<file path="src/rtl/binary_frame_pkg.sv">
// rtl/binary_frame_pkg.sv - shared widths, default timing and FSM encoding for the blob frame source
package binary_frame_pkg;

  localparam int COORD_W  = 16;
  localparam int N_POINTS = 4;

  localparam int H_ACTIVE_DEF = 200;
  localparam int H_BLANK_DEF  = 1;
  localparam int V_ACTIVE_DEF = 100;
  localparam int V_BLANK_DEF  = 2;
  localparam int BLOB_W_DEF   = 4;
  localparam int BLOB_H_DEF   = 4;

  typedef enum logic [1:0] {
    IDLE,
    V_GAP,
    LINE,
    H_GAP
  } state_e;

endpackage

</file>
<file path="src/rtl/blob_hit.sv">
// rtl/blob_hit.sv - single square-blob membership test for one pixel
module blob_hit
  import binary_frame_pkg::*;
#(
  parameter int BLOB_W = BLOB_W_DEF,
  parameter int BLOB_H = BLOB_H_DEF
) (
  input  logic [COORD_W-1:0] h_i,
  input  logic [COORD_W-1:0] v_i,
  input  logic [COORD_W-1:0] ph_i,
  input  logic [COORD_W-1:0] pv_i,
  input  logic               en_i,
  output logic               hit_o
);

  localparam int XW = COORD_W + 1;

  // One extra bit keeps a blob placed near 0xFFFF from wrapping onto column/line 0.
  logic [XW-1:0] h_x, v_x, ph_x, pv_x, h_end, v_end;

  assign h_x   = {1'b0, h_i};
  assign v_x   = {1'b0, v_i};
  assign ph_x  = {1'b0, ph_i};
  assign pv_x  = {1'b0, pv_i};
  assign h_end = ph_x + XW'(BLOB_W - 1);
  assign v_end = pv_x + XW'(BLOB_H - 1);

  assign hit_o = en_i && (h_x >= ph_x) && (h_x <= h_end) && (v_x >= pv_x) && (v_x <= v_end);

endmodule

</file>
<file path="src/rtl/binary_blob_frame_gen.sv">
// rtl/binary_blob_frame_gen.sv - VGA-timed binary frame source rendering up to four square blobs
module binary_blob_frame_gen
  import binary_frame_pkg::*;
#(
  parameter int H_ACTIVE = H_ACTIVE_DEF,
  parameter int H_BLANK  = H_BLANK_DEF,
  parameter int V_ACTIVE = V_ACTIVE_DEF,
  parameter int V_BLANK  = V_BLANK_DEF,
  parameter int BLOB_W   = BLOB_W_DEF,
  parameter int BLOB_H   = BLOB_H_DEF
) (
  input  logic                CLK,
  input  logic                RESET_N,
  input  logic                i_EN,
  input  logic [COORD_W-1:0]  i_POINTS_H_0,
  input  logic [COORD_W-1:0]  i_POINTS_H_1,
  input  logic [COORD_W-1:0]  i_POINTS_H_2,
  input  logic [COORD_W-1:0]  i_POINTS_H_3,
  input  logic [COORD_W-1:0]  i_POINTS_V_0,
  input  logic [COORD_W-1:0]  i_POINTS_V_1,
  input  logic [COORD_W-1:0]  i_POINTS_V_2,
  input  logic [COORD_W-1:0]  i_POINTS_V_3,
  input  logic [N_POINTS-1:0] i_POINTS_MASK,
  output logic                o_VGA_VS,
  output logic                o_VGA_HS,
  output logic [COORD_W-1:0]  o_H_CNT,
  output logic [COORD_W-1:0]  o_V_CNT,
  output logic                o_BINARY_FLAG,
  output logic                o_FRAME_DONE,
  output logic [COORD_W-1:0]  o_FRAME_CNT
);

  localparam logic [COORD_W-1:0] HA_LAST = COORD_W'(H_ACTIVE - 1);
  localparam logic [COORD_W-1:0] HB_LAST = COORD_W'(H_BLANK - 1);
  localparam logic [COORD_W-1:0] VA_LAST = COORD_W'(V_ACTIVE - 1);
  localparam logic [COORD_W-1:0] VB_LAST = COORD_W'(V_BLANK - 1);

  state_e                             state_q, state_d;
  logic [COORD_W-1:0]                 cnt_q, cnt_d;
  logic [COORD_W-1:0]                 h_q, h_d, v_q, v_d;
  logic [N_POINTS-1:0][COORD_W-1:0]   ph_q, ph_d, pv_q, pv_d;
  logic [N_POINTS-1:0]                mask_q, mask_d;
  logic                               vs_q, vs_d, hs_q, hs_d, flag_q, flag_d, done_q, done_d;
  logic [COORD_W-1:0]                 fcnt_q, fcnt_d;
  logic [N_POINTS-1:0][COORD_W-1:0]   pts_h, pts_v;
  logic [N_POINTS-1:0]                hits;

  assign pts_h = {i_POINTS_H_3, i_POINTS_H_2, i_POINTS_H_1, i_POINTS_H_0};
  assign pts_v = {i_POINTS_V_3, i_POINTS_V_2, i_POINTS_V_1, i_POINTS_V_0};

  always_comb begin
    state_d = state_q;
    cnt_d   = cnt_q;
    h_d     = h_q;
    v_d     = v_q;
    ph_d    = ph_q;
    pv_d    = pv_q;
    mask_d  = mask_q;
    done_d  = 1'b0;
    fcnt_d  = fcnt_q;
    unique case (state_q)
      IDLE: begin
        if (i_EN) begin
          state_d = V_GAP;
          cnt_d   = '0;
        end
      end
      V_GAP: begin
        if (cnt_q == VB_LAST) begin
          if (i_EN) begin
            state_d = LINE;
            h_d     = '0;
            v_d     = '0;
            ph_d    = pts_h;
            pv_d    = pts_v;
            mask_d  = i_POINTS_MASK;
          end else begin
            state_d = IDLE;
          end
        end else begin
          cnt_d = cnt_q + COORD_W'(1);
        end
      end
      LINE: begin
        if (h_q == HA_LAST) begin
          state_d = H_GAP;
          cnt_d   = '0;
        end else begin
          h_d = h_q + COORD_W'(1);
        end
      end
      H_GAP: begin
        if (cnt_q == HB_LAST) begin
          if (v_q != VA_LAST) begin
            state_d = LINE;
            h_d     = '0;
            v_d     = v_q + COORD_W'(1);
          end else begin
            state_d = V_GAP;
            cnt_d   = '0;
            done_d  = 1'b1;
            fcnt_d  = fcnt_q + COORD_W'(1);
          end
        end else begin
          cnt_d = cnt_q + COORD_W'(1);
        end
      end
      default: state_d = IDLE;
    endcase
  end

  // Hits are evaluated on next-cycle coordinates and shadows so the flag lands with H/V on the same edge.
  for (genvar k = 0; k < N_POINTS; k++) begin : g_blob
    blob_hit #(
      .BLOB_W(BLOB_W),
      .BLOB_H(BLOB_H)
    ) u_hit (
      .h_i  (h_d),
      .v_i  (v_d),
      .ph_i (ph_d[k]),
      .pv_i (pv_d[k]),
      .en_i (mask_d[k]),
      .hit_o(hits[k])
    );
  end

  always_comb begin
    vs_d   = (state_d == LINE) || (state_d == H_GAP);
    hs_d   = (state_d == LINE);
    flag_d = hs_d && (|hits);
  end

  always_ff @(posedge CLK) begin
    if (!RESET_N) begin
      state_q <= IDLE;
      cnt_q   <= '0;
      h_q     <= '0;
      v_q     <= '0;
      ph_q    <= '0;
      pv_q    <= '0;
      mask_q  <= '0;
      vs_q    <= 1'b0;
      hs_q    <= 1'b0;
      flag_q  <= 1'b0;
      done_q  <= 1'b0;
      fcnt_q  <= '0;
    end else begin
      state_q <= state_d;
      cnt_q   <= cnt_d;
      h_q     <= h_d;
      v_q     <= v_d;
      ph_q    <= ph_d;
      pv_q    <= pv_d;
      mask_q  <= mask_d;
      vs_q    <= vs_d;
      hs_q    <= hs_d;
      flag_q  <= flag_d;
      done_q  <= done_d;
      fcnt_q  <= fcnt_d;
    end
  end

  assign o_VGA_VS      = vs_q;
  assign o_VGA_HS      = hs_q;
  assign o_H_CNT       = h_q;
  assign o_V_CNT       = v_q;
  assign o_BINARY_FLAG = flag_q;
  assign o_FRAME_DONE  = done_q;
  assign o_FRAME_CNT   = fcnt_q;

endmodule

</file>
<file path="config.mk">
export PLATFORM = sky130hd
export DESIGN_NAME = binary_blob_frame_gen
export DESIGN_NICKNAME = d
export VERILOG_FILES = /design/src/rtl/binary_frame_pkg.sv /design/src/rtl/blob_hit.sv /design/src/rtl/binary_blob_frame_gen.sv
export SDC_FILE = /design/constraint.sdc
export NUM_CORES = 1
export LEC_CHECK = 0
export ABC_AREA = 1
export BUFFER_PORTS_ARGS = -buffer_cell sky130_fd_sc_hd__buf_2
export CORE_AREA = 10 10 210 212
export DETAILED_ROUTE_END_ITERATION = 8
export DIE_AREA = 0 0 220 222
export GPL_ROUTABILITY_DRIVEN = 1
export HOLD_SLACK_MARGIN = 0.1
export PLACE_DENSITY_LB_ADDON = 0.2
export SYNTH_ARGS = -nofsm -noshare
export SYNTH_HDL_FRONTEND = slang
export SYNTH_SLANG_ARGS = --single-unit
export TNS_END_PERCENT = 50
</file>
<file path="constraint.sdc">
create_clock -name CLK -period 5.21 [get_ports CLK]
set_clock_uncertainty 0.1 [all_clocks]
set_input_delay 1.563 -clock CLK [delete_from_list [all_inputs] [get_ports CLK]]
set_output_delay 1.563 -clock CLK [all_outputs]
set_load 0.02 [all_outputs]
</file>
==> reports/metrics.yaml, run 1 <==
drcViolationCount: 0
wirelength_um: 55300
worst_pin_slew_ps: 1110
r2r_start: "cnt_q[12]$_SDFFE_PN0P_"
final_area_mm2: 0.0207
wl_per_cell_um: 16.4
place_hpwl_um: 44600
rsz0062_at_grt: "false"
path_clk_slew_ps: 60
synth_edf_count: 0
synth_area_mm2: 0.0176
synthMuxAreaShare_pct: 0.872
syn_inst: 2548
fp.dieW_um: 220
track_usage_pct: 22.1
htreeDepth: 1
ir_drop_v: 0.000160
comb_power_share_pct: 35.6
num_vias: 17400
min_path_cells: 1
root_buffer: "clkbuf_16"
final.fill_count: 4030
seq_area_frac_synth_pct: 22.9
grt_max_degree: 65
synth_top_area_cell: "dfxtp_1"
fin_crit_ps: 4660
ctsHoldBuffers: 0
cts_max_path_buffers: 3
cts_tree: "done"
drv_slew: 0
power_density_mw_per_mm2: 264
synth_xor_xnor_area_share_pct: 4.37
clockPowerShare_pct: 33.9
ctsResizeCount: 0
async_flop_share_pct: 0
fmax_mhz: 215
setup_violations: 0
p_int_uw: 3480
synth.avg_cell_area_um2: 6.92
required_ps: 5570
syn_to_final_growth_pct: 17.2
cts_sinks: 202
fin_nets: 3223
numPortBuffers: 186
synth_compound_area_share_pct: 13.2
p_sw_uw: 1970
leakage_uw: 0.0102
postCtsSetupBuffers: 0
cp-start-kind: "input pin"
synth_cell_types: 67
first_iter_violations: 1173
yosys.area_share.simple_pct: 30.0
multi_input_area_mm2: 0.0119
dr.pass1.iters: 5
swShare_pct: 36.2
synth_most_common_cell: "nand2_1"
min_to: "o_FRAME_CNT[15]$_SDFFE_PN0P_"
antenna_found_initial: 0
synth.top_cell.area_share_pct: 22.9
clkLatencyLatePin_ps: 560
synth_top_family_by_area: "simple AND/OR/NAND/NOR gates"
utilization_pct: 52.2
syn-num-nets: 2949
dieHeight_um: 222
end_kind: "flop"
hp-class: "reg -> reg"
grt_pass1_vias: 17100
synth_fa_ha_area_share_pct: 18.9
fin_crit_sh_pct: 89.4
seqPwrFrac_pct: 30.5
synthTopCellsByArea: "dfxtp_1 23%, ha_1 19%, nand2_1 11%, inv_1 7.7%, nor2_1 7.3%"
drv_cap: 0
relSlewSlack_pct: 25.7
cts-buffers-inserted: 25
hold_violations: 0
ant_nets: 0
min_from: "o_FRAME_CNT[15]$_SDFFE_PN0P_"
setup_tns_ps: 0
grt_pass1_wl_um: 88300
io-pin-count: 187
power_uw: 5450
n_antenna_cell: 0
criticalPathCategory: "in -> reg"
placed_area_mm2: 0.0198
fp.dieArea_mm2: 0.0488
worstPathMaxFanout: 17
gp_routability_congestion: 0.924
drive_gt1_share_pct: 17.2
reg2reg_setup_slack_ps: 680
r2r-end: "o_BINARY_FLAG$_SDFF_PN0_"
ff2ff_path_depth: 30
ys.flop_type: "dfxtp_1"
vias_per_cell: 5.19
initial_core_util_pct: 44.5
seqCellArea_mm2: 0.00404
core_area_mm2: 0.0396
overflow: 0
rows: 73
cp.arrival_ps: 5010
ys_seq_elements: 202
yosysWarningCount: 0
ys_top_cells_by_count: "497 x nand2_1, 360 x inv_1, 341 x nor2_1, 266 x ha_1, 202 x dfxtp_1"
status: "complete, no violations"
[power by group through the flow]
stage	registers (uW)	logic (uW)	clock network (uW)
after floorplan	1690	1300	0
final	1660	1940	1850
after global placement	1690	1890	0
after detailed placement	1700	1930	0
after CTS	1660	1940	1890
after global routing	1670	2200	1960
[kinds of logic (layout without fill, tap and decap cells)]
| family | Yosys count | in the layout |
|---|---|---|
| buffers and inverters | 421 | 713 |
| AND/OR/NAND/NOR | 1179 | 1179 |
| XOR/XNOR | 88 | 88 |
| adder cells (fa/ha/maj) | 266 | 266 |
| multiplexers | 15 | 15 |
| flip-flops | 202 | 202 |
| AO/OA/AOI/OAI | 377 | 377 |
[worst max path at each step]
stage               slack (ps)  depth (start not counted)                  endpoint  start
finish                     550                         25  o_BINARY_FLAG$_SDFF_PN0_   i_EN
detailed placement          30                         25  o_BINARY_FLAG$_SDFF_PN0_   i_EN
floorplan                  660                         15  o_BINARY_FLAG$_SDFF_PN0_   i_EN
global placement            70                         31  o_BINARY_FLAG$_SDFF_PN0_   i_EN
CTS                        590                         25  o_BINARY_FLAG$_SDFF_PN0_   i_EN
global route               170                         25  o_BINARY_FLAG$_SDFF_PN0_   i_EN
[layout make-up]
cell class              count  area share [%]
repair buffers            295            9.00
well taps                 525            3.18
clock buffers              33            3.31
multi-input cells        1925            57.4
clock inverters            12           0.804
inverters                 373            6.78
flip-flops and latches    202            19.5
[through the flow]
stage	hold WS [ps]	cells	worst slack, ps
3_3_place_gp	366	3320	71.4
3_5_place_dp	374	3320	26.1
6_report	386	3365	554
2_1_floorplan	351	2548	657
4_1_cts	388	3365	592
5_1_grt	402	3365	175
[critical path, cell delays in order]
cell	delay [ps]
buf_2	190
inv_2	70
buf_12	140
nor2_8	220
buf_12	200
o21ai_2	120
ha_1	260
nor2_4	140
nand3_2	120
nor3_2	230
nand2_1	120
nor3_2	180
xor2_1	100
ha_1	310
nand2_1	100
nor3_1	150
a21oi_1	90
o21ai_0	140
nand2_1	60
nand2_1	60
nand3_1	90
nand3_1	130
nand2_1	60
nor2_1	90
nor2_1	40
[placed cells by master (no fill, tap or decap), types with 7 or more instances in the layout]
cell type,instances
a211oi_1,15
a21oi_1,144
buf_12,9
buf_2,186
buf_4,100
clkbuf_16,25
dfxtp_1,202
ha_1,266
inv_1,360
inv_2,12
mux2i_1,14
nand2_1,497
nand2_2,14
nand3_1,98
nand4_1,53
nor2_1,341
nor2_2,14
nor3_1,56
nor3_2,9
nor3b_1,7
nor4_1,16
o21a_1,42
o21ai_0,73
o21ai_1,23
o21ai_2,31
o21bai_1,7
or2_2,31
xnor2_1,11
xor2_1,77
[routing by layer]
metal  track usage (%)  up-vias  wire [um]  part of all wire [%]
li1                  -     8905          -                     -
met1              29.1     8054      25600                    46
met2              36.5      396      25200                    46
met3              2.93       93       3070                   5.5
met4              6.52        0       1430                   2.6
met5                 0        -          0                     0
[sequential cells by signal, summed over array words and instances (netlist names), 2 cells and up]
signal and flops:
state_q 2, o_H_CNT 16, o_V_CNT 16, cnt_q 16, pv_q 64, ph_q 64
o_FRAME_CNT 16, mask_q 4
No activity file was read; power rests on OpenSTA's default activity.
==> run 2: changes to the inputs <==
--- a/config.mk
+++ b/config.mk
@@ -8,11 +8,13 @@
 export ABC_AREA = 1
 export BUFFER_PORTS_ARGS = -buffer_cell sky130_fd_sc_hd__buf_2
 export CORE_AREA = 10 10 210 212
+export CTS_BUF_LIST = sky130_fd_sc_hd__clkbuf_8
 export DETAILED_ROUTE_END_ITERATION = 8
 export DIE_AREA = 0 0 220 222
 export GPL_ROUTABILITY_DRIVEN = 1
 export HOLD_SLACK_MARGIN = 0.1
 export PLACE_DENSITY_LB_ADDON = 0.2
+export REMOVE_ABC_BUFFERS = 1
 export SYNTH_ARGS = -nofsm -noshare
 export SYNTH_HDL_FRONTEND = slang
 export SYNTH_SLANG_ARGS = --single-unit
==> reports/metrics.yaml, run 2 (synthesis results as in run 1) <==
worstPathMaxFanout: 8  # -9
end_kind: "flop"
grt_max_degree: 78  # +20%
drive_gt1_share_pct: 19.0  # +1.8 points
root_buffer: "clkbuf_8"
drv_slew: 0  # unchanged
rows: 73  # unchanged
grt_pass1_wl_um: 89900  # +1.8%
required_ps: 5660  # +90 ps
relSlewSlack_pct: 20.9  # -4.7 points
drv_cap: 0  # unchanged
fin_crit_sh_pct: 93.0  # +3.6 points
numPortBuffers: 186  # unchanged
cts-buffers-inserted: 41  # +64%
wl_met2_um: 26200  # +3.9%
fin_crit_ps: 4840  # +188 ps
gp_routability_congestion: 0.927  # +0.35%
hp-class: "reg -> reg"
final_cell_mix: "497 x nand2_1, 365 x inv_1, 341 x nor2_1, 266 x ha_1, 202 x dfxtp_1"
antenna_found_initial: 0  # unchanged
n_antenna_cell: 0  # unchanged
cp.arrival_ps: 5290  # +280 ps
setup_violations: 0  # unchanged
drcViolationCount: 0  # unchanged
fin_nets: 3271  # +1.5%
cts_max_path_buffers: 3  # unchanged
cts_sinks: 202  # unchanged
cp_slowest_stage_delay_ps: 480  # +170 ps
slowest_stage: "nor4b_1"
final_common_cell: "nand2_1"
clkLatencyLatePin_ps: 630  # +70 ps
io-pin-count: 187  # unchanged
cts_tree: "done"
num_vias: 17700  # +1.2%
ant_nets: 0  # unchanged
leakage_uw: 0.0105  # +2.5%
dieHeight_um: 222  # unchanged
overflow: 0  # unchanged
cp_top_family: "simple AND/OR/NAND/NOR gates"
ctsHoldBuffers: 0  # unchanged
fmax_mhz: 206  # -3.9%
htreeDepth: 2  # +1
fp.dieArea_mm2: 0.0488  # unchanged
ir_drop_v: 0.000188  # +18%
path_clk_slew_ps: 60  # about the same
place_hpwl_um: 45100  # +1.0%
rsz0062_at_grt: "false"
fp.dieW_um: 220  # unchanged
path_buf_inv: 4  # unchanged
reg.largest.list: "ph_q (64), pv_q (64)"
status: "complete, no violations"
wl_per_cell_um: 16.5  # +0.55%
first_iter_violations: 1081  # -7.8%
wl_met3_um: 3170  # +3.2%
vias_per_cell: 5.15  # -0.66%
track_usage_pct: 22.7  # +0.68 points
wl_met1_um: 25400  # -1.0%
place_inst: 3352  # +0.96%
stdcell_count: 3427  # +1.8%
hold_violations: 0  # unchanged
dr.pass1.iters: 5  # unchanged
initial_core_util_pct: 44.5  # unchanged
grt_pass1_vias: 17400  # +1.6%
worst_pin_slew_ps: 1180  # +67.4 ps
path_cells: "nor2_1 -> nand2_1 -> nor2_4 -> inv_1 -> nor2_2 -> nand2_1 -> nor2_1 -> inv_1 -> nor2_1 -> nand4_1 -> nand3_1 -> clkinvlp_4 -> ha_1 -> nand2_1 -> nor4b_1 -> buf_4 -> nand2_1 -> a31o_2 -> a21oi_1 -> nand3_1 -> nand2_1 -> nor2_1 -> nor2_1"
syn_to_final_growth_pct: 19.6
wirelength_um: 56700  # +2.4%
final.fill_count: 3995  # -0.87%
highest_layer: "met4"
power_uw: 5640  # +3.4%
cp-start-kind: "flop"
core_area_mm2: 0.0396  # unchanged
power_density_mw_per_mm2: 267  # +1.4%
criticalPathCategory: "reg -> reg"
utilization_pct: 53.2  # +1.1 points
==> run 2: cell types whose count changed in the layout (fill, tap and decap cells not counted), moves of 3 or more <==
cell        previous run  this run
clkbuf_8               3        53
buf_4                100       129
clkbuf_16             25         0
clkbuf_1               5         0
inv_1                360       365
buf_12                 9        12
clkinvlp_4             1         4
==> run 2: final cells by class <==
cell class / count / area [um2] / share of cell area, %
Clock buffer: 53 / 729 / 3.46
Clock inverter: 22 / 245 / 1.16
Inverter: 373 / 1410 / 6.66
Multi-Input combinational cell: 1925 / 11900 / 56.3
Sequential cell: 202 / 4040 / 19.2
Tap cell: 525 / 657 / 3.11
Timing Repair Buffer: 327 / 2140 / 10.1
==> run 2: metal layers <==
layer / track usage, % / vias up
met5: 0 / -
met4: 8.67 / 0
met3: 3.44 / 114
met2: 38.1 / 476
met1: 28.6 / 8025
li1: - / 9038
==> run 2: power breakdown <==
group / total (uW) / switching (uW) / internal [uW]
registers: 1660 / 33.4 / 1630
clock network: 1990 / 815 / 1170
logic: 1990 / 1220 / 775
total: 5640 / 2060 / 3570
==> run 2: repair_timing <==
item,in CTS,in global routing
gates resized for setup,0,1
setup endpoints to repair,0,1
buffers inserted,0,0
==> run 2: metrics by stage <==
stage | worst slack (ps) | setup TNS (ps) | hold slack [ps] | cell area (um2)
6_report | 366 | 0 | 382 | 21100
5_1_grt | 15.3 | 0 | 401 | 21100
4_1_cts | 410 | 0 | 384 | 21100
3_5_place_dp | -53.4 | -53.4 | 375 | 20100
3_3_place_gp | 31.1 | 0 | 365 | 20100
2_1_floorplan | -89.3 | -89.3 | 351 | 17300
==> run 2: final timing paths <==
| kind | end | startpoint | slack [ps] | depth (start not counted) |
|---|---|---|---|---|
| worst max-delay path | o_BINARY_FLAG$_SDFF_PN0_ | cnt_q[14]$_SDFFE_PN0P_ | 370 | 23 |
| worst min-delay path | cnt_q[8]$_SDFFE_PN0P_ | cnt_q[8]$_SDFFE_PN0P_ | 380 | 2 |
| worst max register to register | o_BINARY_FLAG$_SDFF_PN0_ | cnt_q[14]$_SDFFE_PN0P_ | 370 | 23 |
| worst min register to register | cnt_q[8]$_SDFFE_PN0P_ | cnt_q[8]$_SDFFE_PN0P_ | 380 | 2 |
==> run 2: worst reg2reg max path: stages, from the launching register on <==
cell,delay (ps)
dfxtp_1,320
nor2_1,120
nand2_1,100
nor2_4,270
inv_1,90
nor2_2,210
nand2_1,240
nor2_1,390
inv_1,230
nor2_1,180
nand4_1,100
nand3_1,170
clkinvlp_4,330
ha_1,430
nand2_1,70
nor4b_1,480
buf_4,190
nand2_1,40
a31o_2,250
a21oi_1,120
nand3_1,100
nand2_1,100
nor2_1,50
nor2_1,90
==> run 3: changes to the inputs <==
--- a/config.mk
+++ b/config.mk
@@ -7,10 +7,10 @@
 export LEC_CHECK = 0
 export ABC_AREA = 1
 export BUFFER_PORTS_ARGS = -buffer_cell sky130_fd_sc_hd__buf_2
-export CORE_AREA = 10 10 210 212
+export CORE_AREA = 10 10 180 182
 export CTS_BUF_LIST = sky130_fd_sc_hd__clkbuf_8
 export DETAILED_ROUTE_END_ITERATION = 8
-export DIE_AREA = 0 0 220 222
+export DIE_AREA = 0 0 190 192
 export GPL_ROUTABILITY_DRIVEN = 1
 export HOLD_SLACK_MARGIN = 0.1
 export PLACE_DENSITY_LB_ADDON = 0.2
==> reports/metrics.yaml, run 3 (synthesis results as in run 1) <==
slowest_stage: "inv_1"
clockPowerShare_pct: 31.3  # -3.9 points
root_buffer: "clkbuf_8"
fin_nets: 3257  # -0.43%
end_kind: "flop"
final_cell_mix: "497 x nand2_1, 366 x inv_1, 340 x nor2_1, 266 x ha_1, 202 x dfxtp_1"
comb_power_share_pct: 37.1  # +1.8 points
required_ps: 5560  # -100 ps
postCtsSetupBuffers: 0  # unchanged
min_path_cells: 2  # unchanged
core_area_mm2: 0.0286  # -28%
cts-buffers-inserted: 38  # -7.3%
leakage_uw: 0.0103  # -1.4%
hp-class: "reg -> reg"
cts_sinks: 202  # unchanged
vias_per_cell: 5.47  # +6.1%
grt_max_degree: 79  # +1.3%
track_usage_pct: 28.6  # +5.8 points
antenna_found_initial: 0  # unchanged
syn_to_final_growth_pct: 16.7
ir_drop_v: 0.000192  # +2.3%
p_sw_uw: 1950  # -5.7%
seqPwrFrac_pct: 31.7  # +2.2 points
fp.dieW_um: 190  # -14%
num_vias: 17800  # +1.1%
cp_slowest_stage_delay_ps: 370  # -110 ps
fin_crit_ps: 4760  # -88.3 ps
whs_ps: 387  # +4.91 ps
rows: 62  # -15%
power_uw: 5250  # -6.9%
fmax_mhz: 210  # +1.9%
cp-start-kind: "flop"
clkLatencyLatePin_ps: 550  # -80 ps
grt_pass1_vias: 17500  # +0.57%
fp.dieArea_mm2: 0.0365  # -25%
path_common_cell: "nand2_1"
hold_violations: 0  # unchanged
wirelength_um: 53500  # -5.7%
ff2ff_path_depth: 32  # +39%
relSlewSlack_pct: 20.6  # -0.30 points
worst_pin_slew_ps: 1190  # +12.4 ps
final_common_cell: "nand2_1"
wl_per_cell_um: 16.4  # -0.92%
p_int_uw: 3300  # -7.6%
numPortBuffers: 186  # unchanged
drv_cap: 0  # unchanged
gp_routability_congestion: 0.950  # +2.5%
place_hpwl_um: 42000  # -6.8%
drive_gt1_share_pct: 18.3  # -0.65 points
drv_slew: 0  # unchanged
initial_core_util_pct: 61.6  # +17 points
cts_max_path_buffers: 3  # unchanged
cp.arrival_ps: 5100  # -190 ps
swShare_pct: 37.1  # +0.47 points
overflow: 0  # unchanged
status: "complete, no violations"
final_area_mm2: 0.0206  # -2.5%
first_iter_violations: 1142  # +5.6%
criticalPathCategory: "reg -> reg"
setup_violations: 0  # unchanged
dieHeight_um: 192  # -14%
cts_tree: "done"
n_antenna_cell: 0  # unchanged
dr.pass1.iters: 7  # +2
grt_pass1_wl_um: 86300  # -4.0%
power_density_mw_per_mm2: 255  # -4.5%
reg.largest.list: "ph_q (64), pv_q (64)"
fin_crit_sh_pct: 91.3  # -1.7 points
htreeDepth: 2  # unchanged
placed_area_mm2: 0.0198  # -1.7%
path_clk_slew_ps: 60  # about the same
io-pin-count: 187  # unchanged
worstPathMaxFanout: 8  # unchanged
rsz0062_at_grt: "false"
ant_nets: 0  # unchanged
drcViolationCount: 0  # unchanged
utilization_pct: 71.9  # +19 points
==> run 3: cell types whose count changed in the layout (fill, tap and decap cells not counted) <==
| cell | change |
|---|---|
| bufinv_16 | -4 |
| clkbuf_8 | -1 |
| clkinvlp_4 | -3 |
| inv_8 | -1 |
| nor2_1 | -1 |
| a2111oi_2 | +1 |
| nor2_2 | +1 |
| inv_1 | +1 |
| buf_4 | -6 |
| a2111oi_4 | -1 |
| clkinv_2 | -3 |
| clkinv_4 | -1 |
| buf_12 | -5 |
==> run 3: area by class of cell <==
type | count | area [um2]
sequential | 202 | 4040
multi-input combinational | 1925 | 11900
timing repair buffer | 316 | 1990
clock inverter | 11 | 75.1
tap | 384 | 480
clock buffer | 52 | 716
fill | 2468 | 8040
inverter | 373 | 1400
==> run 3: critical path: cells and delay by family, from the launching register on <==
| family | cells | cell delay, ps |
|---|---|---|
| adders and majority gates | 1 | 210 |
| AOI/OAI and AO/OA | 1 | 150 |
| DFF | 1 | 320 |
| buffers and inverters | 5 | 890 |
| and+or+nand+nor | 25 | 2990 |
==> run 3: final timing paths <==
check / start / end / slack, ps
max: cnt_q[14]$_SDFFE_PN0P_ / o_BINARY_FLAG$_SDFF_PN0_ / 450
min: o_FRAME_CNT[14]$_SDFFE_PN0P_ / o_FRAME_CNT[14]$_SDFFE_PN0P_ / 390
max reg2reg: cnt_q[14]$_SDFFE_PN0P_ / o_BINARY_FLAG$_SDFF_PN0_ / 450
min reg2reg: o_FRAME_CNT[14]$_SDFFE_PN0P_ / o_FRAME_CNT[14]$_SDFFE_PN0P_ / 390
==> run 3: power groups by stage <==
stage | Sequential, uW | Clock, uW | Combinational, uW
floorplan | 1700 | 0 | 1270
global placement | 1690 | 0 | 1870
detailed placement | 1700 | 0 | 1920
CTS | 1660 | 1670 | 1930
global route | 1670 | 1740 | 2200
finish | 1660 | 1640 | 1950
==> run 3: routing by layer <==
layer / GRT usage, % / routed length, um / vias up
li1: - / - / 8976
met1: 34.4 / 22600 / 8131
met2: 49.9 / 25500 / 591
met3: 4.59 / 3300 / 143
met4: 11.0 / 2120 / 0
met5: 0 / 0 / -
==> run 3: metrics by stage <==
stage | TNS [ps] | setup slack, ps | cells
after floorplan | -89.3 | -89.3 | 2500
after global placement | 0 | 38.8 | 3200
after detailed placement | 0 | 41.2 | 3200
after CTS | 0 | 282 | 3263
after global routing | 0 | 33.6 | 3263
final | 0 | 455 | 3263
==> run 3: repair_timing <==
item,in CTS,in global routing
hold buffers,0,0
endpoints found under the setup margin,0,1
gates resized for setup,0,1
